$ cat src/rtl/instr_fetch_unit.sv
`default_nettype none
// ============================================================================
// Module      : instr_fetch_unit
// Description : RV64I fetch front end. Issues word-aligned fetches, buffers
//               in-order responses in a FIFO, and flushes on PC redirect.
// Revision    : 1.0 - initial release
// ============================================================================
module instr_fetch_unit #(
  parameter int unsigned DEPTH    = 4,
  parameter logic [63:0] RESET_PC = 64'd0
) (
  input  logic        clk,
  input  logic        rst,
  output logic        imem_req_valid,
  input  logic        imem_req_ready,
  output logic [63:0] imem_req_addr,
  input  logic        imem_rsp_valid,
  input  logic [31:0] imem_rsp_data,
  input  logic        redirect_valid,
  input  logic [63:0] redirect_pc,
  output logic        instr_valid,
  output logic [31:0] instr,
  output logic [63:0] instr_pc,
  input  logic        instr_ready
);

  localparam int unsigned c_aw = $clog2(DEPTH);
  localparam int unsigned c_cw = c_aw + 1;
  localparam logic [c_cw:0]   c_credit_lim = (c_cw + 1)'(DEPTH);
  localparam logic [c_cw-1:0] c_full       = c_cw'(DEPTH);
  localparam logic [31:0]     c_nop        = 32'h00000013;

  logic [63:0]     r_fetch_pc;
  logic [63:0]     r_rsp_pc;
  logic [c_cw-1:0] r_outstanding;
  logic [c_cw-1:0] r_drop;
  logic [c_cw-1:0] r_count;
  logic [c_aw-1:0] r_wptr;
  logic [c_aw-1:0] r_rptr;
  logic [63:0]     r_pc_mem  [DEPTH];
  logic [31:0]     r_ins_mem [DEPTH];

  logic [c_cw:0]   w_credit_used;
  logic            w_req_valid;
  logic            w_accept;
  logic            w_rsp;
  logic            w_push;
  logic            w_instr_valid;
  logic            w_pop;
  logic [c_cw-1:0] w_out_next;
  logic [63:0]     w_redirect_pc;

  // Outstanding fetches plus buffered entries may never exceed the FIFO size,
  // which is what makes a push into a full FIFO impossible.
  assign w_credit_used = {1'b0, r_outstanding} + {1'b0, r_count};
  assign w_req_valid   = rst & ~redirect_valid & (w_credit_used < c_credit_lim);
  assign w_accept      = w_req_valid & imem_req_ready;
  assign w_rsp         = rst & imem_rsp_valid;
  assign w_push        = w_rsp & ~redirect_valid & (r_drop == '0);
  assign w_instr_valid = rst & (r_count != '0) & ~redirect_valid;
  assign w_pop         = w_instr_valid & instr_ready;
  assign w_out_next    = r_outstanding + c_cw'(w_accept) - c_cw'(w_rsp);
  assign w_redirect_pc = redirect_pc & ~64'd3;

  assign imem_req_valid = w_req_valid;
  assign imem_req_addr  = r_fetch_pc;
  assign instr_valid    = w_instr_valid;
  assign instr          = w_instr_valid ? r_ins_mem[r_rptr] : c_nop;
  assign instr_pc       = w_instr_valid ? r_pc_mem[r_rptr]  : 64'd0;

  always_ff @(posedge clk) begin
    if (!rst) begin
      r_fetch_pc    <= RESET_PC;
      r_rsp_pc      <= RESET_PC;
      r_outstanding <= '0;
      r_drop        <= '0;
      r_count       <= '0;
      r_wptr        <= '0;
      r_rptr        <= '0;
    end else begin
      r_outstanding <= w_out_next;
      if (redirect_valid) begin
        r_fetch_pc <= w_redirect_pc;
        r_rsp_pc   <= w_redirect_pc;
        r_count    <= '0;
        r_wptr     <= '0;
        r_rptr     <= '0;
        // Every fetch still in flight after this cycle belongs to the old path.
        r_drop     <= w_out_next;
      end else begin
        if (w_accept) begin
          r_fetch_pc <= r_fetch_pc + 64'd4;
        end
        if (w_rsp && (r_drop != '0)) begin
          r_drop <= r_drop - c_cw'(1);
        end
        if (w_push) begin
          r_rsp_pc <= r_rsp_pc + 64'd4;
          r_wptr   <= r_wptr + c_aw'(1);
        end
        if (w_pop) begin
          r_rptr <= r_rptr + c_aw'(1);
        end
        case ({w_push, w_pop})
          2'b10:   r_count <= r_count + c_cw'(1);
          2'b01:   r_count <= r_count - c_cw'(1);
          default: r_count <= r_count;
        endcase
      end
    end
  end

  always_ff @(posedge clk) begin
    if (w_push) begin
      r_pc_mem[r_wptr]  <= r_rsp_pc;
      r_ins_mem[r_wptr] <= imem_rsp_data;
    end
  end

  a_no_push_when_full: assert property (@(posedge clk) disable iff (!rst)
    !(w_push && (r_count == c_full)));

  a_drop_within_outstanding: assert property (@(posedge clk) disable iff (!rst)
    r_drop <= r_outstanding);

endmodule
`default_nettype wire

$ cat config.mk
export PLATFORM = sky130hd
export DESIGN_NAME = instr_fetch_unit
export DESIGN_NICKNAME = d
export VERILOG_FILES = /design/src/rtl/instr_fetch_unit.sv
export SDC_FILE = /design/constraint.sdc
export NUM_CORES = 1
export LEC_CHECK = 0
export ABC_AREA = 1
export CAP_MARGIN = 25
export CORE_MARGIN = 2
export CORE_UTILIZATION = 37
export CTS_BUF_LIST = sky130_fd_sc_hd__clkbuf_16
export DETAILED_ROUTE_END_ITERATION = 8
export DONT_BUFFER_PORTS = 1
export PLACE_DENSITY = 0.59
export SETUP_SLACK_MARGIN = 0.05
export SYNTH_ARGS = -nofsm -noshare
export SYNTH_HDL_FRONTEND = slang
export SYNTH_SLANG_ARGS = --single-unit
$ cat constraint.sdc
create_clock -name clk -period 5.78 [get_ports clk]
set_input_delay 0.578 -clock clk [delete_from_list [all_inputs] [get_ports clk]]
set_output_delay 0.578 -clock clk [all_outputs]
set_load 0.05 [all_outputs]
# After elaboration in Yosys (flattened, before gate mapping)
# Memories as Yosys holds them, arrays and structs flattened. A register that Yosys moved wholly into a read port is not among the register bits.
# Index checks and enable logic that the tools add are counted.
[totals]
output_inout_bits = 162
mem_count = 2
regBits = 141
ram_bits = 384
wordCells = 59
[memory_table]
columns = ["name", "depth", "word_bits", "read_ports", "rd_ports_with_merged_regs", "write_ports", "line", "rtl"]
rows = [
  ["r_pc_mem", 4, 64, 1, 1, 1, "40", "logic [63:0] r_pc_mem [DEPTH];"],
  ["r_ins_mem", 4, 32, 1, 1, 1, "41", "logic [31:0] r_ins_mem [DEPTH];"],
]
[op_classes]
n_reduce_logical = 9
addsub = 10
mux = 15
n_eq_ne = 2
order_cmp = 1
bitwise_logic = 11
[op_table]
columns = ["op", "n"]
rows = [
  ["64-bit two-way mux", 5],
  ["64-bit by 3-bit adder with 64-bit output (second input constant)", 2],
  ["32-bit two-way mux", 1],
  ["1-bit AND", 9],
  ["2-bit two-way mux", 4],
  ["2-bit nonzero test", 4],
  ["3-bit two-way mux", 2],
  ["3-bit one-hot mux with 2 select lines", 1],
  ["3-bit nonzero test", 2],
  ["3-bit by 1-bit subtractor with 3-bit output (second input constant)", 2],
  ["2-bit by 1-bit adder with 2-bit output (second input constant)", 2],
  ["3-bit by 3-bit adder with 4-bit output", 1],
  ["4-bit by 3-bit less-than comparator with 1-bit output (second input constant)", 1],
  ["3-bit by 1-bit adder with 3-bit output", 1],
  ["3-bit by 1-bit adder with 3-bit output (second input constant)", 1],
  ["3-bit zero test", 1],
  ["3-bit by 1-bit subtractor with 3-bit output", 1],
  ["2-bit by 1-bit equality test with 1-bit output (second input constant)", 1],
  ["2-bit equality test (second input constant)", 1],
  ["1-bit two-way mux", 2],
  ["1-bit NOT", 2],
  ["2-bit OR reduction", 1],
  ["1-bit logical AND", 1],
]

# Depth between registers and ports, before layout
[logic_depth]
depth_word = 7
ltp_mapped = 15
ltp_nobuf = 13

# Worst setup path before layout
# Ideal clock, no wire load.
[synth_timing]
path_kind = "input port to flip-flop"
startpoint = "input redirect_valid"
endpoint = "memory r_ins_mem[0][0] (enable)"
required_time_ps = 5232
arrival_ps = 5238
slack_ps = -5
path_stages = 5
cell_sequence = "buf_2 > inv_2 > nand3_2 > clkbuf_1 > nor2_1"
[synth_via]
elab_chain_len = 5
[synth_lines]
columns = ["element", "line", "rtl"]
rows = [
  ["start: declaration", "19", "input logic redirect_valid,"],
  ["1-bit NOT", "59", "assign w_push = w_rsp & ~redirect_valid & (r_drop == '0);"],
  ["1-bit AND (2 in a row)", "59", ""],
  ["1-bit two-way mux", "114", "if (w_push) begin"],
  ["1-bit two-way mux (not written as such)", "116", "r_ins_mem[r_wptr] <= imem_rsp_data;"],
  ["end: declaration", "41", ""],
]
# Every way passes these cells.

==> results.tsv <==
stage	metric	value	unit
drt	drt initial violations	1783	
drt	via count	19600	
worst_setup_path	CP endpoint kind	primary output	
clock_tree	CTS Buffer Depth	3	
timing	Worst Setup Slack, final	2.22	ns
timing	Least-Margin Pin Slew	1.12	ns
clock_tree	CTS H-tree depth	2	
timing	Final min period	3.56	ns
clock_tree	clk sink count	515	
synthesis	Syn Std Cell Area	24300	um^2
synthesis	Post-synth top cells	nor2_1 (631), nand2_1 (493), edfxtp_1 (376)	
grt	first-pass GRT wire length	111	mm
placement	pre-CTS worst setup slack	1.75	ns
clock_tree	CTS tree	yes	
clock_tree	clock-pin slew on the worst setup and hold paths	0.07	ns
synthesis	Seq/Total Area, Yosys	57.9	%
worst_setup_path	WP data arrival	2.98	ns
clock_tree	Clk Latency, worst-skew pair	0.61	ns
synthesis	Synth area leaders	edfxtp_1 (46%), dfxtp_1 (11%), nor2_1 (9.7%)	
worst_setup_path	critical path's slowest cell	inv_4	
placement	Port-buffer cells	0	
pwr	leak pwr	9.69	nW
drt	Final ANT Viol Nets	0	
synthesis	ys flop type	edfxtp_1	
placement	gpl congestion	0.891	
cells_and_area	fillers	6308	
clock_tree	CTS Root Cell	clkbuf_16	
drt	number of remaining DRC errors	0	
cells_and_area	share of layout cells above drive strength 1	7.26	%
timing	Max Fclk	281	MHz
clock_tree	cts bufs inserted	55	
worst_setup_path	highest fanout seen on the critical path	94	
worst_setup_path	Most Frequent Cell on Critical Path	buf_4	
timing	Slew Limit Fails	0	
synthesis	Post-Syn Instances	2800	
drt	DR pass1 iterations	6	
worst_setup_path	max incr delay on CP	0.59	ns
clock_tree	Post-CTS Setup Bufs	0	
floorplan	Die Y	260	um
synthesis	Mean Syn Cell Area	8.69	um^2
timing	Slew headroom	25.5	%
cells_and_area	area grow syn2layout	13.3	%
grt	gr usage total	21.6	%
grt	vias in the first global route	18200	
timing	final setup skew	0.0135	ns
floorplan	# IOs	264	
floorplan	DIE AREA	67800	um^2
cells_and_area	Final nets	2937	
synthesis	most frequent cell after synthesis	nor2_1	
worst_setup_path	critical path type	reg2out	
pwr	peak supply drop	0.000240	V
worst_setup_path	worst path cell trace	inv_4 > buf_4 > o21ai_0 > a21oi_1 > buf_4	
synthesis	synth warn	0	
grt	total grt overflow	0	
worst_setup_path	Worst setup SP type	flip-flop	
drt	wire per inst	20.2	um
synthesis	Seq cells post-synth	515	
status	status	finished clean	
worst_setup_path	Buf/Inv on CP	3	
synthesis	ys async rst share	0	%
clock_tree	# hold bufs at CTS	0	
clock_tree	PostCTS Resize Cnt	0	
run	Max-Cap Viols	0	
synthesis	post-synth cell types	47	
timing	Setup violations, final	0	
floorplan	die width	260	um
timing	Hold Slack	0.0635	ns
synthesis	cell taking the most area after synthesis	edfxtp_1	
hold_path	Hold WC Path Type	in2reg	
floorplan	core footprint	64700	um^2
timing	Final Hold Vio Count	0	
drt	Total Routed Length	75.1	mm
grt	largest net degree at the start of global routing	189	
synthesis	Post-synth EDFFs	376	
timing	Final Cycle Share	61.6	%
grt	antenna violations before repair	2	
pwr	PD cells	304	nW/um^2
floorplan	Starting Density	37.6	%
worst_setup_path	Worst EP required	5.20	ns
drt	post-DR vias/cell	5.27	
floorplan	row count	93	
timing	RSZ-0062 raised after global routing	no	
synthesis	Synth top area share	46.4	%
worst_setup_path	CP delay by family, top	buffers and inverters	
placement	dpl hpwl	50.4	mm
pwr	Power, Total	8.38	mW
-- cells by family after synthesis --
group / after synthesis / synth area share (%)
adder cells (fa/ha/maj): 15 / 0.834
other: 1 / 0.0154
AND/OR/NAND/NOR: 1346 / 22.4
buffers and inverters: 336 / 5.49
XOR/XNOR: 37 / 1.33
flip-flops: 515 / 57.9
AO/OA/AOI/OAI: 550 / 12.0
-- worst reg2reg max path: cells and delay by family (launching register included) --
kind	cells	cell delay [ns]
AO/OA/AOI/OAI	2	0.26
buffers and inverters	1	0.04
adder cells (fa/ha/maj)	4	1.27
flip-flops	1	0.42
AND/OR/NAND/NOR	4	1.13
XOR/XNOR	2	0.39
-- final timing paths --
path | startpoint | end | slack, ns | cells past startpoint
worst max register to register | r_count[1] | r_drop[2] | 2.23 | 13
worst min register to register | r_rptr[1] | flip-flop | 0.46 | 2
worst min-delay path | imem_rsp_data[1] | r_ins_mem[0][1] | 0.06 | 0
worst max-delay path | flip-flop | instr_pc[47] | 2.22 | 5
-- cells in the final DEF, fill, tap and decap left out, types with 17 or more instances in the layout --
cell type    n
dfxtp_1    137
nor2_1     627
o21ai_1     29
xnor2_1     21
nand3_1    157
edfxtp_1   376
inv_1      215
o21bai_1    17
nand2_1    493
clkbuf_16   57
nand4_1     25
o21ai_0    244
a21oi_1    201
buf_4       78
-- per-stage QoR --
step	setup TNS, ns	area, um^2	std cells	util (%)
after floorplan	-2.03	24300	2803	-
after global placement	0	25600	3611	39.6
after detailed placement	0	25700	3618	39.7
after CTS	0	27500	3720	42.6
after global routing	0	27600	3722	42.6
final	0	27600	3722	42.6
-- routing by layer --
metal | global-route usage, % | vias to the layer above | wire length [um]
li1 | - | 9422 | -
met1 | 28.9 | 9377 | 31900
met2 | 35.1 | 693 | 34800
met3 | 4.66 | 109 | 6250
met4 | 6.49 | 0 | 2070
met5 | 0 | - | 0
-- state kept, by name, summed over array words and instances (netlist names), named ones only --
name,flops
r_pc_mem,248
r_ins_mem,128
imem_req_addr,62
r_rsp_pc,62
r_count,3
r_drop,3
r_outstanding,3
r_rptr,2
r_wptr,2
-- cell type report --
cell class                      count  area, um^2  area share (%)
Clock inverter                     45         458            1.66
Sequential cell                   515       14100            51.1
Timing Repair Buffer               85         726            2.63
Antenna cell                        2        5.00          0.0182
Tap cell                          855        1070            3.88
Clock buffer                       57        1430            5.18
Inverter                          211         798            2.90
Multi-Input combinational cell   1952        8990            32.6
-- power by group --
group | internal [mW] | switching (mW) | leakage (nW)
clock | 2.19 | 1.48 | 0.964
sequential | 4.07 | 0.252 | 4.57
combinational | 0.124 | 0.273 | 4.15
(Power assumes the default switching activity.)
